<file path="config.mk">
export PLATFORM = sky130hd
export DESIGN_NAME = param_cpu_counter
export DESIGN_NICKNAME = d
export VERILOG_FILES = /design/src/rtl/param_cpu_counter.sv
export SDC_FILE = /design/constraint.sdc
export NUM_CORES = 1
export LEC_CHECK = 0
export CAP_MARGIN = 20
export CELL_PAD_IN_SITES_DETAIL_PLACEMENT = 0
export CELL_PAD_IN_SITES_GLOBAL_PLACEMENT = 1
export CORE_MARGIN = 2
export CORE_UTILIZATION = 35
export DETAILED_ROUTE_END_ITERATION = 10
export PLACE_DENSITY = 0.89
export SYNTH_ARGS = -nofsm -noshare
export SYNTH_HDL_FRONTEND = slang
export SYNTH_SLANG_ARGS = --single-unit
export TNS_END_PERCENT = 50
</file>
<file path="constraint.sdc">
create_clock -name clock -period 4 [get_ports clock]
set_clock_uncertainty 0.1 [all_clocks]
set_input_delay 0.4 -clock clock [delete_from_list [all_inputs] [get_ports clock]]
set_output_delay 0.4 -clock clock [all_outputs]
set_load 0.05 [all_outputs]
</file>
<file path="src/rtl/param_cpu_counter.sv">
// param_cpu_counter: loadable up/down modulo counter with step, terminal count and wrap pulse.
// Define PARAM_CPU_COUNTER_SAT_EN to saturate at 0/MAX_VAL instead of wrapping.
module param_cpu_counter #(
  parameter int WIDTH = 8,
  parameter longint unsigned MAX_VAL = (64'd1 << WIDTH) - 1,
  parameter longint unsigned STEP = 1
) (
  input  logic             clock,
  input  logic             reset,
  input  logic             write_en,
  input  logic [WIDTH-1:0] din,
  input  logic             count_en,
  input  logic             up_dn,
  output logic [WIDTH-1:0] dout,
  output logic             tc,
  output logic             wrap
);
`ifdef PARAM_CPU_COUNTER_SAT_EN
  localparam bit SAT = 1'b1;
`else
  localparam bit SAT = 1'b0;
`endif
  localparam logic [WIDTH:0] MAX = (WIDTH+1)'(MAX_VAL);
  localparam logic [WIDTH:0] MOD = (WIDTH+1)'(MAX_VAL + 1);
  localparam logic [WIDTH:0] STP = (WIDTH+1)'(STEP);
  localparam logic [WIDTH-1:0] TOP = MAX[WIDTH-1:0];
  logic [WIDTH:0] ext, sum, up_w, dn, dn_w;
  logic over, under, wrap_nxt;
  logic [WIDTH-1:0] cnt_up, cnt_dn, nxt;
  // One extra bit keeps dout+STEP and dout+MOD from overflowing.
  assign ext  = {1'b0, dout};
  assign sum  = ext + STP;
  assign up_w = sum - MOD;
  assign dn   = ext - STP;
  assign dn_w = ext + MOD - STP;
  assign over  = sum > MAX;
  assign under = ext < STP;
  assign cnt_up = over ? (SAT ? TOP : up_w[WIDTH-1:0]) : sum[WIDTH-1:0];
  assign cnt_dn = under ? (SAT ? '0 : dn_w[WIDTH-1:0]) : dn[WIDTH-1:0];
  assign tc = up_dn ? (dout == TOP) : (dout == '0);
  always_comb begin
    nxt = write_en ? (({1'b0, din} > MAX) ? TOP : din)
        : count_en ? (up_dn ? cnt_up : cnt_dn)
        : dout;
    wrap_nxt = !SAT && !write_en && count_en && (up_dn ? over : under);
  end
  always_ff @(posedge clock) begin
    if (!reset) begin
      dout <= '0;
      wrap <= 1'b0;
    end else begin
      dout <= nxt;
      wrap <= wrap_nxt;
    end
  end
endmodule

</file>
## Word-level counts from Yosys, hierarchy flattened

Cells that the tools add are included.

- Multiplexer cells: 7
- Equality and inequality tests: 1
- Reduce and logical (&&, ||, !) cells: 5
- Magnitude comparators: 2
- $add $sub $neg: 5

Operator list:

| cell | count |
|---|---|
| $mux W8 | 5 |
| $sub A8 B1 Y8 const B | 3 |
| $add A8 B1 Y9 const B | 1 |
| $gt A9 B8 Y1 const B | 1 |
| $add A8 B1 Y8 const B | 1 |
| $eq A8 B8 Y1 const B | 1 |
| $logic_not A8 Y1 | 1 |
| $lt A8 B1 Y1 const B | 1 |
| $logic_and A1 B1 Y1 | 2 |
| $mux W1 | 2 |
| $reduce_bool A2 Y1 | 1 |
| $logic_not A1 Y1 | 1 |

- Word-level logic and storage cells: 22
- Register bits after elaboration: 9
- Output and inout port bits: 10
- Input port bits: 13

## Depth between registers and ports, before layout

Gate-level depths: netlist of run 1.

- Depth in word-level cells: 6
- Gate-level depth with buffers: 7
- Gate-level depth less buffers: 6

## Worst setup path before layout of run 1

OpenSTA, ideal clock, no wires.

- Kind: reg2out
- Start: register dout[1]
- End: output tc
- Path buffers: 1
- Stages on the path, launching flop included: 6
- Path slack: 1.571 ns
- Data required time: 3.500 ns
- Arrival time: 1.929 ns
- Path through: dfxtp_1 ha_1 clkdlybuf4s50_2 nand2_1 nor2_1 a31o_2

- Cells in the longest elaborated chain, start to end: 2
- Elaborated cells between the ends (all ways): 3
- Those cells by class: eq/ne (1); mux (1); reduce/logical (1)

RTL lines:

| what | line | text |
|---|---|---|
| from (decl) | 14 | `output logic [WIDTH-1:0] dout,` |
| from (signal assigned) | 52 | `dout <= nxt;` |
| $eq A8 B8 Y1 or $logic_not A8 Y1 (tied branches) | 40 | `assign tc = up_dn ? (dout == TOP) : (dout == '0);` |
| $mux W1 (*) | 40 |  |
| to (decl) | 15 | `output logic tc,` |

Every way passes the cells marked *; elsewhere a longest branch is shown, timed or not.

## Worst setup path in the final report of run 1

- Start: input up_dn
- End: output tc

- Cells in the longest elaborated chain, start to end: 1

RTL lines:

| what | line | text |
|---|---|---|
| from (decl) | 13 | `input logic up_dn,` |
| $mux W1 | 40 |  |

Every way passes these cells.

==> flow_metrics.tcl, run 1 <==
set metrics [dict create \
    critPathLaunchType "input pin" \
    hold_ws_ns 0.5261 \
    ys_seq_elements 9 \
    status "completed" \
    p_per_area_nw_per_um2 293.8 \
    cts_setup_buffers 0 \
    viasPerCell 5.460 \
    min_period_ns 2.952 \
    die_x_microns 51.04 \
    maxCapViolCount 0 \
    worstPathMaxFanout 13 \
    max_slew_margin_pct 66.93 \
    numPortBuffers 22 \
    yosysWarnings 0 \
    finalSetupTns_ns 0 \
    cts_tree "done" \
    synthToLayoutAreaGrowth_pct 25.69 \
    grt_max_degree 14 \
    nFillCells 216 \
    cts_root_buf "clkbuf_4" \
    dpl.hpwl_microns 1283 \
    overflow 0 \
    routed_wl_microns 1717 \
    cts_sinks 9 \
    grt_first_pass_wirelength_microns 2877 \
    rsz0062_at_grt "no" \
    fin_util_pct 45.31 \
    syn_avg_cell_area_sq_um 8.068 \
    worstMarginPinSlew_ns 0.4946 \
    vias 759 \
    route.detailed.drc 0 \
    hold_buffers 0 \
    track_usage_pct 14.63 \
    preCtsSetupSlack_ns 1.055 \
    drt_first_pass_iters 4 \
    slew_viol_final 0 \
    worst_slack_ns 1.048 \
    syn_inst 96 \
    antenna_cells 0 \
    rows 17 \
    dieArea_sq_um 2605 \
    cp_data_arrival_time_ns 2.45 \
    die_y_microns 51.04 \
    worstPathRequired_ns 3.50 \
    coreArea_sq_um 2148 \
    cts_buffers 3 \
    nNetsFinal 128 \
    finalSetupViolCount 0 \
    power_uw 286.0 \
    cp-end-kind "output port" \
    start_util_pct 36.05 \
    clkTransAtPathRegs_ns 0.06 \
    seq_area_frac_synth_pct 23.26 \
    hold_viol 0 \
    wl_per_cell_microns 12.35 \
    drt_first_iter_violations 9 \
    criticalPathCategory "input pin to output port" \
    ir_worst_vdd_mv 0.1892 \
    antenna_left 0 \
    htree_levels 1 \
    syn-num-nets 112 \
    ctsResizeCount 0 \
    antenna_found_initial 0 \
    io_pins 23 \
    timing.fmax_ghz 0.3388 \
    drive_above_1_share_pct 6.306 \
    clock_latency_ns 0.26 \
    syn_area_sq_um 774.5 \
    grt_pass1_vias 643 \
    final.period_utilization_pct 73.79 \
    cts_buffer_depth 2 \
    hold_class "register to register" \
    gp_congestion 0.8597 \
    leakage_uw 0.0003471 \
    synthDistinctLibCells 41 \
]
layout by cell type (no fill, tap or decap), drive strengths merged:
cell           Yosys  layout
a21o               1       1
a21oi              7       7
a22o               1       1
a31o               1       1
a31oi              1       1
a41oi              1       1
and2               2       2
and3               1       1
and3b              1       1
and4b              1       1
clkbuf             7       4
clkdlybuf4s50      1      22
dfxtp              9       9
ha                 3       3
inv                4       4
mux2i              1       1
nand2              4       4
nand2b             2       2
nand3              6       6
nand3b             1       1
nand4              7       7
nor2               3       3
nor3               2       2
nor3b              1       1
nor4               3       3
o211a              1       1
o211ai             1       1
o21ai              6       6
o22a               1       1
o2bb2ai            1       1
o32ai              1       1
or4                3       3
or4b               1       1
xnor2              6       6
xor2               1       1
worst paths after layout:
check        startpoint       to  slack [ns]  cells after the start
min reg2reg     dout[7]  dout[7]        0.53                      2
min             dout[7]  dout[7]        0.53                      2
max               up_dn       tc        1.05                      5
max reg2reg     dout[0]     wrap        2.10                      6
flip-flops by register name, summed over array words and instances (netlist names):
| name | count |
|---|---|
| dout | 8 |
| wrap | 1 |
layout make-up:
| type | instances | area (sq um) | area share (%) |
|---|---|---|---|
| clock buffers | 4 | 26.28 | 2.699 |
| inverters | 4 | 15.01 | 1.542 |
| multi-input cells | 72 | 496.7 | 51.03 |
| flip-flops and latches | 9 | 180.2 | 18.51 |
| well taps | 28 | 35.03 | 3.599 |
| repair buffers | 22 | 220.2 | 22.62 |
cell families after synthesis:
kind of cell | share of synthesized area (%)
and+or+nand+nor | 29.73
AOI/OAI and AO/OA | 20.36
buffers and inverters | 12.60
DFF | 23.26
xor gates and xnor gates | 7.916
adders and majority gates | 4.847
muxes | 1.292
synthesized netlist by cell type (all sizes together):
library cell / n / area share [%]
inv: 4 / 1.9
or4: 3 / 3.4
nand4: 7 / 5.7
ha: 3 / 4.8
mux2i: 1 / 1.3
a21oi: 7 / 4.5
a41oi: 1 / 1.1
buf: 3 / 3.1
nor3: 2 / 1.3
dfxtp: 9 / 23
nand3b: 1 / 0.97
a22o: 1 / 1.1
o2bb2ai: 1 / 1.1
and4b: 1 / 1.3
and3: 1 / 0.81
o21ai: 6 / 3.9
nand2: 4 / 1.9
nand3: 6 / 3.9
o32ai: 1 / 2.1
o211ai: 1 / 0.97
xor2: 1 / 1.1
nor2: 3 / 1.5
a31oi: 1 / 0.81
a21o: 1 / 0.97
nand2b: 2 / 1.6
clkbuf: 7 / 6.1
xnor2: 6 / 6.8
nor3b: 1 / 0.97
or4b: 1 / 1.3
and2: 2 / 1.6
o211a: 1 / 1.3
clkdlybuf4s50: 1 / 1.5
nor4: 3 / 2.4
and3b: 1 / 1.1
o22a: 1 / 1.3
a31o: 1 / 1.1
power by group:
group	leakage, uW	internal, uW	switching (uW)
Sequential	0.0000745	96.4	16.6
Clock	0.0000150	38.5	34.8
Combinational	0.000258	45.1	54.6
worst max-delay path, cell delays in order:
cell and delay (ns):
clkdlybuf4s50_1 0.60, nand2b_1 0.28, nor4_1 0.21, a31o_2 0.16, clkdlybuf4s50_1 0.79
per-stage QoR:
step	cells	area (sq um)
2_1_floorplan	96	774.5
3_3_place_gp	135	947.2
3_5_place_dp	135	947.2
4_1_cts	139	973.4
5_1_grt	139	973.4
6_report	139	973.4
metal layers:
metal	vias to the layer above	part of all wire, %	GRT usage (%)	wire (microns)
li1	384	-	-	-
met1	354	44	18.07	748
met2	19	51	24.24	878
met3	2	4.5	2.924	77
met4	0	0.70	6.757	12
met5	-	0	0	0
Note: power is estimated with default switching activity, not from simulation.
==> run 2, diff against run 1 <==
CORE_UTILIZATION = 30   (was 35)
PLACE_DENSITY = 0.82   (was 0.89)
clock period = 2.6 ns   (was 4 ns; I/O delays follow)
==> run 2 against run 1 <==
Flip-flop and latch count stayed put. Via count is 1.6% lower. Wire length is 10% higher. Critical path type is now register to output port. Largest power group unchanged.
==> flow_metrics.tcl, run 2 (synthesized netlist as in run 1, its figures left out) <==
set metrics [dict create \
    status "completed" \
    dpl_cell_area_sq_um 959.7 \
    track_usage_pct 14.30 \
    cp_data_arrival_time_ns 1.86 \
    leakage_uw 0.0003519 \
    finalSetupViolCount 0 \
    synthToLayoutAreaGrowth_pct 27.30 \
    max_stage_delay_ns 0.57 \
    clkTransAtPathRegs_ns 0.06 \
    routed_wl_microns 1891 \
    gp_congestion 0.8046 \
    dpl.hpwl_microns 1369 \
    htree_levels 1 \
    criticalPathCategory "register to output port" \
    max_slew_margin_pct 66.33 \
    dieArea_sq_um 3004 \
    pwr-share-comb_pct 35.6 \
    path_delay_family "flip-flops" \
    cts_tree "done" \
    die_y_microns 54.81 \
    die_x_microns 54.81 \
    p_per_area_nw_per_um2 450.9 \
    top_register "dout" \
    hold_buffers 0 \
    nNetsFinal 128 \
    worstPathMaxFanout 12 \
    hold_class "input pin to register" \
    switching_share_pct 37.16 \
    drive_above_1_share_pct 7.207 \
    antenna_cells 0 \
    rows 18 \
    reg2reg_to "wrap" \
    antenna_found_initial 0 \
    most-common-layout-cells "clkdlybuf4s50_1, dfxtp_1, nand4_1, a21oi_1" \
    path_cells "inv_1 > ha_1 > nand2b_1 > nor4_1 > a31o_2 > buf_12" \
    drt_first_iter_violations 21 \
    route.detailed.drc 0 \
    worst_r2r_path_depth 6 \
    final_common_cell "clkdlybuf4s50_1" \
    viasPerCell 5.298 \
    maxCapViolCount 0 \
    worstPathRequired_ns 2.24 \
    r2r_start "dout[0]" \
    wl_per_cell_microns 13.41 \
    overflow 0 \
    p_switching_uw 165.2 \
    p_int_uw 279.4 \
    cts_buffer_depth 2 \
    cts_buffers 3 \
    antenna_left 0 \
    vias 747 \
    clock_latency_ns 0.27 \
    top_regs "dout (8), wrap (1)" \
    numPortBuffers 22 \
    power_uw 444.6 \
    cp_slowest_cell "dfxtp_1" \
    critPathLaunchType "register" \
    p_clk_share_pct 25.0 \
    timing.fmax_ghz 0.4497 \
    slew_viol_final 0 \
    cts_sinks 9 \
    grt_first_pass_wirelength_microns 3029 \
    grt_pass1_vias 664 \
    start_util_pct 31.55 \
    grt_max_degree 14 \
    min_period_ns 2.224 \
    min_path_cells 3 \
    cts_setup_buffers 0 \
    hp-start "din[5]" \
    ir_worst_vdd_mv 0.4047 \
    cts_root_buf "clkbuf_4" \
    worstMarginPinSlew_ns 0.5034 \
    r2r_slack_ns 0.69 \
    path_buf_inv 2 \
    rsz0062_at_grt "no" \
    min_to "dout[5]" \
    largest_register_ffs 8 \
    io_pins 23 \
    final.period_utilization_pct 85.52 \
    drt_first_pass_iters 4 \
    fin_util_pct 40.16 \
    pwr-share-seq_pct 39.3 \
    hold_viol 0 \
    ctsResizeCount 0 \
    finalSetupTns_ns 0 \
    cp-end-kind "output port" \
    design_area_sq_um 985.9 \
    coreArea_sq_um 2455 \
]
[run 2: changes by cell type in the layout (fill, tap and decap cells not counted)]
cell             before  now
buf_12                0    1
clkdlybuf4s50_1      22   21
[run 2: layer usage]
layer	share of wire (%)	wire length [microns]	vias to the layer above	global-route usage, %
met2	52	984	21	23.81
met3	5.2	99	0	5.738
met5	0	0	-	0
met4	0	0	0	2.500
met1	43	807	344	17.35
li1	-	-	382	-
[run 2: how the worst max path moves through the flow]
stage,start,end,slack [ns],cells past startpoint
floorplan,dout[1],tc,0.31,5
global placement,up_dn,dout[7],0.55,5
detailed placement,up_dn,dout[7],0.55,5
CTS,dout[0],tc,0.38,6
global route,dout[0],tc,0.32,6
finish,dout[0],tc,0.38,6
[run 2: area by class of cell]
class                           count  area [sq um]
Fill cell                         253          1469
Multi-Input combinational cell     72         496.7
Timing Repair Buffer               22         230.2
Sequential cell                     9         180.2
Tap cell                           30         37.54
Clock buffer                        4         26.28
Inverter                            4         15.01
[run 2: power groups by stage]
| stage | registers (uW) | clock network, uW | logic [uW] |
|---|---|---|---|
| 2_1_floorplan | 196 | 0 | 91.1 |
| 3_3_place_gp | 177 | 0 | 155 |
| 3_5_place_dp | 178 | 0 | 157 |
| 4_1_cts | 174 | 116 | 159 |
| 5_1_grt | 177 | 121 | 170 |
| 6_report | 175 | 111 | 158 |
[run 2: worst min-delay path, stage by stage]
cell	delay, ns
clkdlybuf4s50_1	0.40
nand3_1	0.08
nand3_1	0.07
[run 2: stage by stage]
stage	worst slack, ns	std cells	hold WS, ns
finish	0.3764	141	0.5047
global route	0.3166	141	0.5228
CTS	0.3786	141	0.5084
detailed placement	0.5498	137	0.5180
global placement	0.5538	137	0.4855
floorplan	0.3112	96	0.3144
